**src/rtl/bp_be_pkg.sv**
```systemverilog
// Backend shared types: issue-slot fields and pending-counter limits for the dual-issue scoreboard.
package bp_be_pkg;

   localparam int sb_addr_width     = 5;
   localparam int sb_max_read_ports = 3;
   localparam int sb_cnt_width      = 2;
   localparam int sb_max_cnt        = (1 << sb_cnt_width) - 1;

   // Source fields above the configured read-port count are tied off to zero.
   typedef struct packed {
      logic [sb_max_read_ports-1:0]                    rs_v;
      logic [sb_max_read_ports-1:0][sb_addr_width-1:0] rs_addr;
      logic                                            rd_w_v;
      logic [sb_addr_width-1:0]                        rd_addr;
   } bp_be_sb_slot_s;

endpackage

```
**src/rtl/bp_be_sb_hazard.sv**
```systemverilog
// Per-slot hazard evaluation against the scoreboard counters, with same-cycle writeback forwarding.
module bp_be_sb_hazard
   import bp_be_pkg::*;
#(
   parameter int cnt_width_p = sb_cnt_width,
   parameter int zero_x0_p   = 1
) (
   input  logic [(1<<sb_addr_width)-1:0][cnt_width_p-1:0] cnt_i,
   input  logic [1:0]                                     wb_w_v_i,
   input  logic [1:0][sb_addr_width-1:0]                  wb_addr_i,
   input  bp_be_sb_slot_s                                 slot_i,
   output logic                                           raw_o,
   output logic                                           waw_o,
   output logic                                           sat_o
);

   localparam int nregs_lp = 1 << sb_addr_width;

   logic [nregs_lp-1:0] w_eff_nz;
   logic                w_rd_x0;

   // Effective count is nonzero only if outstanding writes exceed this cycle's writebacks.
   always_comb begin
      for (int r = 0; r < nregs_lp; r++) begin
         logic [1:0] v_wbn;
         v_wbn = {1'b0, (wb_w_v_i[0] && (wb_addr_i[0] == sb_addr_width'(r)))}
               + {1'b0, (wb_w_v_i[1] && (wb_addr_i[1] == sb_addr_width'(r)))};
         w_eff_nz[r] = ({2'b00, cnt_i[r]} > {{cnt_width_p{1'b0}}, v_wbn});
         if ((zero_x0_p != 0) && (r == 0)) w_eff_nz[r] = 1'b0;
      end
   end

   assign w_rd_x0 = (zero_x0_p != 0) && (slot_i.rd_addr == '0);

   // RAW over all source operands, WAW and saturation on the destination.
   always_comb begin
      raw_o = 1'b0;
      for (int i = 0; i < sb_max_read_ports; i++) begin
         if (slot_i.rs_v[i] && w_eff_nz[slot_i.rs_addr[i]]) raw_o = 1'b1;
      end
      waw_o = slot_i.rd_w_v && w_eff_nz[slot_i.rd_addr];
      sat_o = slot_i.rd_w_v && !w_rd_x0 && (cnt_i[slot_i.rd_addr] == {cnt_width_p{1'b1}});
   end

endmodule

```
**src/rtl/bp_be_dual_scoreboard.sv**
```systemverilog
// Dual-issue hazard scoreboard: per-register pending-write counters gate the two in-order issue slots.
// Optional perf counters (raw/waw stall, pair split) are built when BP_BE_SCOREBOARD_PERF_EN is defined.
// reg_addr_width_p must match the package address width used by the slot struct.
module bp_be_dual_scoreboard
   import bp_be_pkg::*;
#(
   parameter int reg_addr_width_p = sb_addr_width,
   parameter int read_ports_p     = 2,
   parameter int zero_x0_p        = 1,
   parameter int cnt_width_p      = sb_cnt_width
) (
   input  logic                                     clk_i,
   input  logic                                     reset_n_i,
   input  logic [1:0]                               issue_v_i,
   input  logic [2*read_ports_p-1:0]                issue_rs_v_i,
   input  logic [2*read_ports_p*reg_addr_width_p-1:0] issue_rs_addr_i,
   input  logic [1:0]                               issue_rd_w_v_i,
   input  logic [2*reg_addr_width_p-1:0]            issue_rd_addr_i,
   output logic [1:0]                               issue_yumi_o,
   input  logic [1:0]                               wb_w_v_i,
   input  logic [2*reg_addr_width_p-1:0]            wb_addr_i,
   input  logic                                     flush_i,
   output logic                                     pending_o,
   output logic                                     underflow_o
`ifdef BP_BE_SCOREBOARD_PERF_EN
  ,output logic [31:0]                              raw_stall_cnt_o,
   output logic [31:0]                              waw_stall_cnt_o,
   output logic [31:0]                              pair_split_cnt_o
`endif
);

   localparam int nregs_lp = 1 << reg_addr_width_p;

   logic [nregs_lp-1:0][cnt_width_p-1:0] r_cnt, w_cnt_nxt;
   logic                                 r_pending, r_uflow, w_uflow;
   bp_be_sb_slot_s [1:0]                 w_slot;
   logic [1:0][sb_addr_width-1:0]        w_wb_addr;
   logic [1:0]                           w_raw, w_waw, w_sat;
   logic                                 w_pair_dep, w_yumi0, w_yumi1;

   // Unpack the flat issue/writeback buses into per-slot fields.
   always_comb begin
      for (int s = 0; s < 2; s++) begin
         w_slot[s] = '0;
         for (int i = 0; i < read_ports_p; i++) begin
            w_slot[s].rs_v[i]    = issue_rs_v_i[s*read_ports_p+i];
            w_slot[s].rs_addr[i] = issue_rs_addr_i[(s*read_ports_p+i)*reg_addr_width_p +: reg_addr_width_p];
         end
         w_slot[s].rd_w_v  = issue_rd_w_v_i[s];
         w_slot[s].rd_addr = issue_rd_addr_i[s*reg_addr_width_p +: reg_addr_width_p];
         w_wb_addr[s]      = wb_addr_i[s*reg_addr_width_p +: reg_addr_width_p];
      end
   end

   for (genvar s = 0; s < 2; s++) begin : g_haz
      bp_be_sb_hazard #(
         .cnt_width_p (cnt_width_p),
         .zero_x0_p   (zero_x0_p)
      ) u_haz (
         .cnt_i     (r_cnt),
         .wb_w_v_i  (wb_w_v_i),
         .wb_addr_i (w_wb_addr),
         .slot_i    (w_slot[s]),
         .raw_o     (w_raw[s]),
         .waw_o     (w_waw[s]),
         .sat_o     (w_sat[s])
      );
   end

   // Slot 1 may not read or overwrite the register slot 0 is writing in the same pair.
   always_comb begin
      w_pair_dep = 1'b0;
      if (w_slot[0].rd_w_v && !((zero_x0_p != 0) && (w_slot[0].rd_addr == '0))) begin
         for (int i = 0; i < sb_max_read_ports; i++) begin
            if (w_slot[1].rs_v[i] && (w_slot[1].rs_addr[i] == w_slot[0].rd_addr)) w_pair_dep = 1'b1;
         end
         if (w_slot[1].rd_w_v && (w_slot[1].rd_addr == w_slot[0].rd_addr)) w_pair_dep = 1'b1;
      end
   end

   assign w_yumi0 = reset_n_i & issue_v_i[0] & ~w_raw[0] & ~w_waw[0] & ~w_sat[0] & ~flush_i;
   assign w_yumi1 = w_yumi0 & issue_v_i[1] & ~w_raw[1] & ~w_waw[1] & ~w_sat[1] & ~w_pair_dep;
   assign issue_yumi_o = {w_yumi1, w_yumi0};

   // Next counters: add accepted writes, subtract writebacks, clamp at zero and flag underflow.
   always_comb begin
      w_cnt_nxt = r_cnt;
      w_uflow   = 1'b0;
      for (int r = 0; r < nregs_lp; r++) begin
         logic [cnt_width_p+1:0] v_sum;
         logic [cnt_width_p+1:0] v_dec;
         v_sum = {2'b00, r_cnt[r]}
               + (cnt_width_p+2)'(w_yumi0 && w_slot[0].rd_w_v && (w_slot[0].rd_addr == sb_addr_width'(r)))
               + (cnt_width_p+2)'(w_yumi1 && w_slot[1].rd_w_v && (w_slot[1].rd_addr == sb_addr_width'(r)));
         v_dec = (cnt_width_p+2)'(wb_w_v_i[0] && (w_wb_addr[0] == sb_addr_width'(r)))
               + (cnt_width_p+2)'(wb_w_v_i[1] && (w_wb_addr[1] == sb_addr_width'(r)));
         if ((zero_x0_p != 0) && (r == 0)) begin
            w_cnt_nxt[r] = '0;
         end else if (v_sum < v_dec) begin
            w_cnt_nxt[r] = '0;
            w_uflow      = 1'b1;
         end else begin
            w_cnt_nxt[r] = cnt_width_p'(v_sum - v_dec);
         end
      end
      if (flush_i) begin
         w_cnt_nxt = '0;
         w_uflow   = 1'b0;
      end
   end

   // Counter state, registered pending summary and sticky underflow.
   always_ff @(posedge clk_i or negedge reset_n_i) begin
      if (!reset_n_i) begin
         r_cnt     <= '0;
         r_pending <= 1'b0;
         r_uflow   <= 1'b0;
      end else begin
         r_cnt     <= w_cnt_nxt;
         r_pending <= |w_cnt_nxt;
         r_uflow   <= r_uflow | w_uflow;
      end
   end

   assign pending_o   = r_pending;
   assign underflow_o = r_uflow;

`ifdef BP_BE_SCOREBOARD_PERF_EN
   logic [31:0] r_raw_stall, r_waw_stall, r_pair_split;

   // Saturating event counters for stall diagnosis.
   always_ff @(posedge clk_i or negedge reset_n_i) begin
      if (!reset_n_i) begin
         r_raw_stall  <= '0;
         r_waw_stall  <= '0;
         r_pair_split <= '0;
      end else begin
         if (issue_v_i[0] && !flush_i && w_raw[0] && (r_raw_stall != '1)) r_raw_stall <= r_raw_stall + 32'd1;
         if (issue_v_i[0] && !flush_i && w_waw[0] && (r_waw_stall != '1)) r_waw_stall <= r_waw_stall + 32'd1;
         if (w_yumi0 && issue_v_i[1] && !w_yumi1 && (r_pair_split != '1)) r_pair_split <= r_pair_split + 32'd1;
      end
   end

   assign raw_stall_cnt_o  = r_raw_stall;
   assign waw_stall_cnt_o  = r_waw_stall;
   assign pair_split_cnt_o = r_pair_split;
`endif

endmodule
```
**config.mk**
```make
export PLATFORM = sky130hd
export DESIGN_NAME = bp_be_dual_scoreboard
export DESIGN_NICKNAME = d
export VERILOG_FILES = /design/src/rtl/bp_be_pkg.sv /design/src/rtl/bp_be_sb_hazard.sv /design/src/rtl/bp_be_dual_scoreboard.sv
export SDC_FILE = /design/constraint.sdc
export NUM_CORES = 1
export LEC_CHECK = 0
export CORE_ASPECT_RATIO = 1.4
export CORE_MARGIN = 2
export CORE_UTILIZATION = 35
export CTS_CLUSTER_DIAMETER = 60
export CTS_CLUSTER_SIZE = 20
export DETAILED_ROUTE_END_ITERATION = 10
export PLACE_DENSITY_LB_ADDON = 0.2
export SLEW_MARGIN = 30
export SYNTH_ARGS = -nofsm -noshare
export SYNTH_HDL_FRONTEND = slang
export SYNTH_SLANG_ARGS = --single-unit
export TNS_END_PERCENT = 1
```
**constraint.sdc**
```tcl
create_clock -name clk_i -period 7.9 [get_ports clk_i]
set_clock_uncertainty 0.1 [all_clocks]
set_input_delay 1.58 -clock clk_i [delete_from_list [all_inputs] [get_ports clk_i]]
set_output_delay 1.58 -clock clk_i [all_outputs]
set_load 0.005 [all_outputs]
```
# --- Yosys cells after proc, flatten, opt, wreduce, memory -nomap -nowiden ---
# Cells that the tools add are included.
op_classes:
  add_sub_neg: 155
  magnitude_cmp: 68
  n_eq_ne: 129
  mux: 88
  n_bitwise: 19
  n_reduce_logical: 144
ops:
  columns: ["op", "n"]
  rows:
  - ["equality test 5 bit (second input constant)", 64]
  - ["equality test 5 x 4 -> 1 bit (second input constant)", 32]
  - ["logical AND 1 bit", 139]
  - ["adder 1 x 1 -> 2 bit", 62]
  - ["adder 3 x 1 -> 4 bit", 31]
  - ["< comparator 4 x 2 -> 1 bit", 31]
  - ["adder 2 x 1 -> 3 bit", 31]
  - ["equality test 5 x 3 -> 1 bit (second input constant)", 16]
  - ["2-to-1 mux 2 bit", 33]
  - ["2-to-1 mux 64 bit", 1]
  - ["OR reduction 64 bit", 1]
  - ["greater-than comparator 2 bit", 31]
  - ["subtractor 2 bit", 31]
  - ["2-to-1 mux 1 bit", 46]
  - ["equality test 5 x 2 -> 1 bit (second input constant)", 8]
  - ["< comparator 5 x 6 -> 1 bit (second input constant)", 6]
  - ["binary-select mux 1 bit (select 5 bit)", 6]
  - ["binary-select mux 2 bit (select 5 bit)", 2]
  - ["equality test 5 x 1 -> 1 bit (second input constant)", 4]
  - ["equality test 5 bit", 3]
  - ["bitwise AND 1 bit", 10]
  - ["logical NOT 5 bit", 2]
  - ["NOT 1 bit", 8]
  - ["equality test 2 bit (second input constant)", 2]
  - ["other kinds (2)", 3]
word_totals:
  register_bits: 66
  input_bits: 53
  out_inout_bits: 4
  word_cells: 637

# --- Longest topological paths before layout ---
# Gate-level depths: netlist of the first run.
logic_depth:
  word_depth: 56
  ltp_mapped: 28
  mapped_depth_nobuf: 25

# --- Modules after synthesis ---
# From an unflattened synthesis of the first run, not the netlist that was laid out.
hier_totals:
  cells_unflattened: 1811
  hier_area_um2: 14293.7
modules_own_cells:
  columns: ["module", "instances", "cells_each", "area_each_um2"]
  rows:
  - ["bp_be_sb_hazard", 2, 541, 3832.4]
  - ["bp_be_dual_scoreboard", 1, 729, 6628.9]

# --- Worst setup path after synthesis of the first run ---
# No wires, ideal clock.
synth_path:
  path_kind: "input to register"
  startpoint: "input wb_addr_i[1]"
  endpoint: "register r_pending, in the netlist pending_o"
  arrival_time_ns: 7.033
  slack_ns: 0.635
  cell_stages: 25
  path_cell_list: "clkbuf_1 -> nand4b_1 -> nor2_1 -> ha_1 -> inv_1 -> ha_1 -> nor2b_1 -> o21ai_0 -> mux4_2 -> mux2_2 -> a2111oi_2 -> nor4b_4 -> nand3_2 -> buf_4 -> buf_6 -> nor3_2 -> fa_1 -> ha_1 -> fa_1 -> nor2_1 -> nor3b_1 -> or4_1 -> nor3_1 -> nand4_1 -> or3_1"
synth_lines:
  columns: ["element", "line", "rtl"]
  rows:
  - ["start, declared", "bp_be_dual_scoreboard.sv:21", "input logic [2*reg_addr_width_p-1:0] wb_addr_i,"]
  - ["end signal, assigned", "bp_be_dual_scoreboard.sv:120", "r_pending <= |w_cnt_nxt;"]
  - ["end, declared", "bp_be_dual_scoreboard.sv:35", "logic r_pending, r_uflow, w_uflow;"]

==> results of run 1 <==
## cells by family after synthesis
kind of cell | after synthesis
DFF | 64
buffers and inverters | 211
xor gates and xnor gates | 15
muxes | 45
and+or+nand+nor | 579
adders and majority gates | 217
AOI/OAI and AO/OA | 180
## critical path: cells and delay by family
family          cells  cell delay, ps
compound gates      2             540
mux                 2             790
simple gates       11            1830
buf+inv            11            1680
fa+ha+maj           5            1550
## Yosys cell counts, drive strengths merged (5+ instances only)
cell type | instances | area, µm²
a2111oi | 8 | 77.6
a211oi | 6 | 45.0
a21oi | 20 | 100
a22oi | 12 | 90.1
a31oi | 8 | 50.1
and2 | 5 | 31.3
and3 | 9 | 56.3
and4 | 6 | 52.6
buf | 35 | 191
clkbuf | 38 | 143
dfrtp | 64 | 1600
fa | 62 | 1240
ha | 155 | 1940
inv | 137 | 514
mux2i | 19 | 190
mux4 | 22 | 499
nand2 | 98 | 368
nand2b | 24 | 150
nand3 | 30 | 155
nand3b | 11 | 82.6
nand4 | 16 | 100
nor2 | 140 | 526
nor2b | 50 | 315
nor3 | 106 | 656
nor3b | 31 | 233
nor4 | 31 | 194
o211ai | 15 | 113
o21ai | 47 | 235
o221ai | 10 | 87.6
o22ai | 20 | 125
o311ai | 9 | 78.8
or2 | 5 | 31.3
or3 | 6 | 37.5
xor2 | 12 | 105
## per-layer routing
layer  wire length [µm]  global-route usage
met2              24000               0.539
met4               4880               0.232
met3               3230              0.0377
met5                  0                   0
met1              19500               0.379
## state kept, by name, indices dropped and copies added, names as in the netlist
name         flops
pending_o        1
r_cnt           62
underflow_o      1
## power by group through the flow
stage / combinational, mW / clock [mW] / sequential (mW)
2_1_floorplan: 0.221 / 0 / 0.351
3_5_place_dp: 0.484 / 0 / 0.359
5_1_grt: 0.586 / 0.489 / 0.354
6_report: 0.556 / 0.469 / 0.353
4_1_cts: 0.513 / 0.477 / 0.353
3_3_place_gp: 0.483 / 0 / 0.359
## final timing paths
| path | endpoint | slack (ps) | cells after the start |
|---|---|---|---|
| worst max-delay path | pending_o$_DFF_PN0_ | 70 | 31 |
| worst min-delay path | underflow_o$_DFF_PN0_ | 370 | 1 |
| worst max register to register | pending_o$_DFF_PN0_ | 1830 | 25 |
| worst min register to register | underflow_o$_DFF_PN0_ | 370 | 1 |
| max in group asynchronous | r_cnt[33]$_DFF_PN0_ | 5630 | 2 |
| min in group asynchronous | r_cnt[10]$_DFF_PN0_ | 950 | 1 |
## layout make-up
class | count | area (µm²)
inverters | 138 | 518
repair buffers | 389 | 3280
flip-flops and latches | 64 | 1600
multi-input cells | 1036 | 9120
clock inverters | 6 | 92.6
well taps | 390 | 488
diodes | 1 | 2.50
clock buffers | 10 | 239
fillers | 2965 | 15300
## timing repair
| item | 4_1_cts | 5_1_grt |
|---|---|---|
| setup buffers | 9 | 13 |
| setup endpoints to repair | 2 | 3 |
| pin swaps | 21 | 38 |
| gates cloned | 1 | 0 |
| gates resized for setup | 80 | 118 |
==> metrics.csv, run 1 <==
metric,value,unit
Worst Hold Class,register to register,
DRT iter0 DRCs,1002,
Placed Cells,1994,
Final Power,1.38,mW
synth-to-layout area growth,41.6,%
wire length after detailed routing,51600,µm
Longest Clk Path Bufs,2,
row count,76,
synthesized area,10800,µm²
GRT overflow,0,
final critical-path share of the clock period,0.991,
Max-slew headroom,0.351,
Max Fanout on Critical Path,6,
largest family of logic cells by synthesized area,adder cells,
initial antenna violation count,1,
gpl congestion,1.02,
Post-Syn Instances,1311,
H-tree lvl count,3,
"worst slack, placed",-838,ps
Least-Margin Pin Slew,972,ps
CTS Buf Count,9,
Crit Path Category,input port to register,
# nets final,1908,
initial core utilization,0.354,
placed cell area,14000,µm²
via count,11800,
Netlist cell types,70,
Total GRT Usage,0.320,
predominant post-synthesis flop cell,dfrtp_1,
Post-Route Setup TNS,0,ps
CP Launch Point,wb_addr_i[3],
worst reg2reg path startpoint,r_cnt[49]$_DFF_PN0_,
max-slew violations,0,
crit-path max cell delay,500,ps
# hold bufs at CTS,0,
clk sink count,64,
simple-gate share of the synthesized area,0.287,
fin util,0.501,
first-pass GRT wire length,76900,µm
CTS tree,built,
vias in the first global route,12100,
mux cell area share after synthesis,0.0678,
Max VDD drop,0.000109,V
Pwr per Cell Area,89.9,nW/µm²
Synth Register Bits,64,
Final Critical Period,7830,ps
die width,153,µm
DRC viols,0,
"Seq/Total Area, Yosys",0.148,
fin cells,2034,
Post-Syn Area per Cell,8.26,µm²
largest net degree at the start of global routing,55,
Logic pwr share,0.404,
share of cells above drive strength 1,0.329,
Detail Placement HPWL,41600,µm
RSZ-0062 raised after global routing,true,
Max Clk Rate,128,MHz
Clock Tree Root,clkbuf_16,
port bufs,56,
CP Capture Type,register,
Min Hold Slack,374,ps
setup ws final,72.0,ps
Crit-path slowest cell,fa_1,
Die Height,212,µm
register share of total power,0.256,
Critical Path RT,8050,ps
internal power,0.863,mW
max-cap violations,0,
switch share,0.374,
Pleak,6.92,nW
sw power,0.515,mW
Synth Warn #,0,
hold_sp,underflow_o$_DFF_PN0_,
fin area,15300,µm²
"EDFF count, synth",0,
crit path launch type,input port,
io pins,57,
syn_nets,1581,
First-pass DRT Iterations,5,
Final setup viols,0,
post-synthesis adder-cell area fraction,0.294,
"most common cell after layout, fill and taps aside",buf_4,
Avg WL per Cell,25.4,µm
clock power share,0.340,
xor/xnor share of the synthesized area,0.0121,
worst-skew pair later-pin latency,380,ps
"commonest non-fill, non-tap cells in the layout","buf_4, ha_1, inv_1",
Die Footprint,32400,µm²
"Hold Violations, Final",0,
ANT nets after route,0,
complex-gate fraction of the synthesized area,0.113,
fraction of registers with async set/reset,1.00,
vias per cell,5.81,
most common cell type on the critical path,buf_4,
status,finished clean,
"Arr. time, crit path",7970,ps
core area,30600,µm²
Worst-path clk slew,60,ps
No activity file was read; power rests on OpenSTA's default activity.
==> run 2, diff against run 1 <==
--- a/config.mk
+++ b/config.mk
@@ -9,7 +9,7 @@
 export CORE_MARGIN = 2
 export CORE_UTILIZATION = 35
 export CTS_CLUSTER_DIAMETER = 60
-export CTS_CLUSTER_SIZE = 20
+export CTS_CLUSTER_SIZE = 40
 export DETAILED_ROUTE_END_ITERATION = 10
 export PLACE_DENSITY_LB_ADDON = 0.2
 export SLEW_MARGIN = 30
==> results of run 2 <==
The final DEF is identical to that of run 1; final timing and power are the same.
==> run 3, diff against run 2 <==
--- a/config.mk
+++ b/config.mk
@@ -12,6 +12,7 @@
 export CTS_CLUSTER_SIZE = 40
 export DETAILED_ROUTE_END_ITERATION = 10
 export PLACE_DENSITY_LB_ADDON = 0.2
+export SKIP_LAST_GASP = 1
 export SLEW_MARGIN = 30
 export SYNTH_ARGS = -nofsm -noshare
 export SYNTH_HDL_FRONTEND = slang
==> results of run 3 <==
The final DEF is identical to that of run 1; final timing and power are the same.
==> RTL change 1 (flow settings as in run 3) <==
Register the output `issue_yumi_o`; this adds one clock of latency there. The other outputs are not delayed to match.
--- a/src/rtl/bp_be_dual_scoreboard.sv
+++ b/src/rtl/bp_be_dual_scoreboard.sv
@@ -81,5 +81,7 @@
    assign w_yumi0 = reset_n_i & issue_v_i[0] & ~w_raw[0] & ~w_waw[0] & ~w_sat[0] & ~flush_i;
    assign w_yumi1 = w_yumi0 & issue_v_i[1] & ~w_raw[1] & ~w_waw[1] & ~w_sat[1] & ~w_pair_dep;
-   assign issue_yumi_o = {w_yumi1, w_yumi0};
+   always_ff @(posedge clk_i) begin
+      issue_yumi_o <= {w_yumi1, w_yumi0};
+   end
 
    // Next counters: add accepted writes, subtract writebacks, clamp at zero and flag underflow.
Behaviour: not the same (a bounded check fails within 4 cycles, from zero or initial values and one cycle with reset_n_i low).
==> RTL change 1 against run 3 <==
Synthesized area down 1.1%. Die area fell by 1.0%. Cell area shrank 2.9%. Non-clock buffer count down 28. Largest cell class unchanged. Cell count shrank 4.1%. Register-to-register slack better by 0.11 ns. Routed wire length is 4.2% lower. Sequential cell count is 2 higher. Total power down 2.2%. Setup slack better by 0.13 ns. Via count fell by 3.0%.
==> RTL change 1: results (changes against run 3) <==
| Metric | Value |
|---|---|
| Status | `complete, no violations (unchanged)` |
| Dpl cells | `1909 (was 1994)` |
| CTS-repair resized insts | `61 (was 80)` |
| DR vias/cell | `5.88 (was 5.81)` |
| Number of non-clock buffers in the layout | `361 (was 389)` |
| #MultiIn Comb | `989 (was 1036)` |
| Fin crit share | `97.4% (was 99.1%)` |
| Fill cell count | `2925 (was 2965)` |
| Pin count of the biggest net entering global routing | `65 (was 55)` |
| Hold crit path type | `flop to flop (unchanged)` |
| Arr. time, crit path | `7.83 ns (was 7.97 ns)` |
| Worst-Skew Late Latency | `0.36 ns (was 0.38 ns)` |
| Static Leakage | `6.66 nW (was 6.92 nW)` |
| Cell Int Power | `856 µW (was 863 µW)` |
| Number of non-clock inverters | `134 (was 138)` |
| Wire length on met3 | `3.00 mm (was 3.23 mm)` |
| DR WL/cell | `25.4 µm (about the same)` |
| Cells on worst reg2reg path | `21 (was 25)` |
| Antenna diodes | `0 (was 1)` |
| Cells after synthesis | `1263 (was 1311)` |
| Seq cells post-synth | `66 (was 64)` |
| Max FO, Critical Path | `11 (was 6)` |
| Post-synth cell types | `72 (was 70)` |
| Vias in the first global route | `11700 (was 12100)` |
| Syn nets | `1533 (was 1581)` |
| Seq area share | `11.0% (was 10.4%)` |
| Multi-input gate area | `0.00885 mm² (was 0.00912 mm²)` |
| Met1 WL | `17.4 mm (was 19.5 mm)` |
| First-pass GRT wire length | `72.8 mm (was 76.9 mm)` |
| Final Wtd Congestion | `0.982 (was 1.02)` |
| Synth async-reset ratio | `97.0% (was 100%)` |
| Met2 wire length | `23.7 mm (was 24.0 mm)` |
| Top post-synthesis cells by area | `ha_1, dfrtp_1, fa_1 (unchanged)` |
| TritonCTS buffer count | `9 (unchanged)` |
| Post-CTS setup buffer count | `4 (was 9)` |
| Dpl hpwl | `39.8 mm (was 41.6 mm)` |
| Sequential logic power | `363 µW (was 353 µW)` |
| Slowest-stage cell, CP | `or4_4 (was fa_1)` |
| Worst setup startpoint | `wb_addr_i[0] (was wb_addr_i[3])` |
| Sequential area share after synthesis | `15.3% (was 14.8%)` |
| Flop pwr share | `26.9% (was 25.6%)` |
| Setup WS pre-CTS | `-1.06 ns (was -0.838 ns)` |
| Most frequent cells after synthesis | `ha_1, inv_1, nor2_1, nand2_1, dfrtp_1 (was ha_1, nor2_1, inv_1, nand2_1, nor3_1)` |
| CLK BUF | `10 (unchanged)` |
| Worst IR drop on VDD | `0.116 mV (was 0.109 mV)` |
| Initial antenna violation count | `0 (was 1)` |
| Final clock-cell share | `2.20% (was 2.16%)` |
| Vias | `11500 (was 11800)` |
| Total track usage | `30.6% (was 32.0%)` |
| Slowest stage delay, CP | `0.52 ns (was 0.50 ns)` |
| Worst Tran Pin Value | `0.988 ns (was 0.972 ns)` |
| Layout cells sized above 1 | `31.2% (was 32.9%)` |
| Final nets | `1831 (was 1908)` |
| Signal buf overhead | `20.7% (was 21.4%)` |
| Worst R2R Setup Slack | `1.94 ns (was 1.83 ns)` |
| Reg-to-reg critical path startpoint | `r_cnt[43]$_DFF_PN0_ (was r_cnt[49]$_DFF_PN0_)` |
-- RTL change 1: changes by cell type in the layout (fill, tap and decap cells not counted), sizes merged, moves of 8 or more --
cell    before  now
or4          2   10
clkbuf      11   19
nor4        31   80
nor3       106   61
a32oi        3   14
nor2       140  132
buf        337  304
o311ai       9    1
o22ai       20   10
nand2       98   78
-- RTL change 1: metal layers --
layer	vias to the layer above	track usage [%]
li1	5140	-
met4	0	27.2
met2	569	52.6
met5	-	0
met1	5523	32.7
met3	234	4.35
-- RTL change 1: per-stage QoR --
stage	hold slack (ns)	cell area (µm²)	TNS, ns
floorplan	0.368	10700	0
global placement	0.376	13600	-1.50
detailed placement	0.382	13600	-1.36
CTS	0.415	14200	0
global route	0.442	14900	0
finish	0.398	14900	0
-- RTL change 1: cell families after synthesis --
group	count (synthesis)	synth area share, %
compound gates	160	10.6
xor+xnor	15	1.23
fa+ha+maj	217	29.7
buf+inv	209	7.95
flops	66	15.3
mux	48	7.09
simple gates	548	28.1
==> RTL change 2 (config.mk and constraints of run 3) <==
Made on the original files. `sb_cnt_width`: 2 -> 1.
--- a/src/rtl/bp_be_pkg.sv
+++ b/src/rtl/bp_be_pkg.sv
@@ -4,5 +4,5 @@
    localparam int sb_addr_width     = 5;
    localparam int sb_max_read_ports = 3;
-   localparam int sb_cnt_width      = 2;
+   localparam int sb_cnt_width      = 1;
    localparam int sb_max_cnt        = (1 << sb_cnt_width) - 1;
 
Formal check against the unedited RTL: not equivalent (Yosys sat finds a counterexample within 4 cycles, from zero or initial values and one cycle with reset_n_i low).
==> RTL change 2 against run 3 <==
Count of clock-buffer cells in the layout fell by 3. Setup slack improved by 0.11 ns. Sequential cell count down 31. Synthesized area decreased by 23%. Clock power fell by 53%. Total power shrank 46%. Cell count decreased by 27%. Hold slack improved by 0.028 ns. Cell area decreased by 36%. First-iteration DRC count decreased by 10%. Register-to-register slack better by 0.08 ns. Non-clock buffer count fell by 235. Routed wire length is 26% lower. Largest power group unchanged.
==> RTL change 2: results (changes against run 3) <==
| Metric | Value |
|---|---|
| Status | `complete, no violations (unchanged)` |
| Most frequent cells after synthesis | `inv_1, nor3_1, nor2_1, ha_1, a21oi_1 (was ha_1, nor2_1, inv_1, nand2_1, nor3_1)` |
| Arr. time, crit path | `7.76 ns (was 7.97 ns)` |
| Layout cells sized above 1 | `11.8% (was 32.9%)` |
| Total track usage | `30.7% (was 32.0%)` |
| Max reg flops | `31 (was 62)` |
| Max FO, Critical Path | `27 (was 6)` |
| Mux share of post-synthesis cell area | `5.88% (was 6.78%)` |
| Antenna diodes | `0 (was 1)` |
| Most used DFF post-synth | `dfrtp_1 (unchanged)` |
| Cell Area, Placed | `0.00969 mm² (was 0.0140 mm²)` |
| Fill cell count | `2461 (was 2965)` |
| Syn nets | `1296 (was 1581)` |
| Post-layout util | `42.3% (was 50.1%)` |
| Number of port buffers | `56 (unchanged)` |
| Worst IR drop on VDD | `0.0742 mV (was 0.109 mV)` |
| Slowest stage delay, CP | `0.57 ns (was 0.50 ns)` |
| Initial antenna violation count | `0 (was 1)` |
| First-pass GRT wire length | `56.8 mm (was 76.9 mm)` |
| Post-Synth Adder-Cell Area | `28.9% (was 29.4%)` |
| Vias | `9043 (was 11800)` |
| Xor/xnor share of the synthesized area | `1.58% (was 1.21%)` |
| First drt pass iteration count | `6 (was 5)` |
| Syn Area/Cell | `7.65 µm² (was 8.26 µm²)` |
| Worst-Skew Late Latency | `0.30 ns (was 0.38 ns)` |
| TritonCTS buffer count | `5 (was 9)` |
| CTS root buffer | `clkbuf_16 (unchanged)` |
| Slew Limit Headroom | `47.3% (was 35.1%)` |
| Setup WS pre-CTS | `-0.0491 ns (was -0.838 ns)` |
| Post-CTS setup buffer count | `0 (was 9)` |
| Pin count of the biggest net entering global routing | `34 (was 55)` |
| Vias in the first global route | `9067 (was 12100)` |
| Static Leakage | `3.91 nW (was 6.92 nW)` |
| Top post-synthesis cells by area | `fa_1, ha_1, dfrtp_1 (was ha_1, dfrtp_1, fa_1)` |
| Non-Filler Instances | `1481 (was 2034)` |
| H-tree Lvls | `2 (was 3)` |
| DRC marker count from the first detailed-route iteration | `901 (was 1002)` |
| Final Wtd Congestion | `0.997 (was 1.02)` |
| Post-synth EDFFs | `0 (unchanged)` |
| Sequential area share after synthesis | `9.92% (was 14.8%)` |
| Final nets | `1382 (was 1908)` |
| Dpl hpwl | `32.0 mm (was 41.6 mm)` |
| Slowest-stage cell, CP | `or4_4 (was fa_1)` |
| CTS-repair resized insts | `0 (was 80)` |
| Hold crit path type | `flop to flop (unchanged)` |
| DR WL/cell | `25.8 µm (was 25.4 µm)` |
| Synth Area in Compound Gates | `14.8% (was 11.3%)` |
| Post-synth cell types | `69 (was 70)` |
[RTL change 2: where the power goes]
group / leakage, nW / internal, mW / switching, mW
registers: 0.449 / 0.175 / 0.00856
logic: 3.38 / 0.129 / 0.214
clock network: 0.0799 / 0.134 / 0.0856
total: 3.91 / 0.438 / 0.308
[RTL change 2: metal layers]
layer	vias up	GRT usage, %	routed length, µm
met5	-	0	0
met4	0	21.9	3320
met3	143	3.34	2470
met2	473	52.1	18400
met1	4370	35.5	14100
li1	4057	-	-
[RTL change 2: area by class of cell]
| cell class | count | share of cell area (%) |
|---|---|---|
| multi-input combinational | 840 | 67.3 |
| timing repair buffer | 154 | 13.5 |
| sequential | 33 | 8.38 |
| inverter | 140 | 5.33 |
| tap | 306 | 3.89 |
| clock buffer | 7 | 1.55 |
| clock inverter | 1 | 0.0508 |
[RTL change 2: worst paths after layout]
path                       depth (start not counted)                     to  slack [ns]                   from
setup / recovery                                  23    pending_o$_DFF_PN0_        0.18            wb_w_v_i[0]
hold / removal                                     1  underflow_o$_DFF_PN0_        0.40  underflow_o$_DFF_PN0_
setup reg to reg                                  20    pending_o$_DFF_PN0_        1.91    r_cnt[26]$_DFF_PN0_
hold reg to reg                                    1  underflow_o$_DFF_PN0_        0.40  underflow_o$_DFF_PN0_
max in group asynchronous                          2    r_cnt[14]$_DFF_PN0_        6.10              reset_n_i
min in group asynchronous                          2    r_cnt[17]$_DFF_PN0_        1.23              reset_n_i
[RTL change 2: cells by family after synthesis]
kind of cell | count (synthesis)
XOR/XNOR | 15
multiplexers | 31
flip-flops | 33
adder cells (fa/ha/maj) | 155
buffers and inverters | 215
AO/OA/AOI/OAI | 182
AND/OR/NAND/NOR | 457
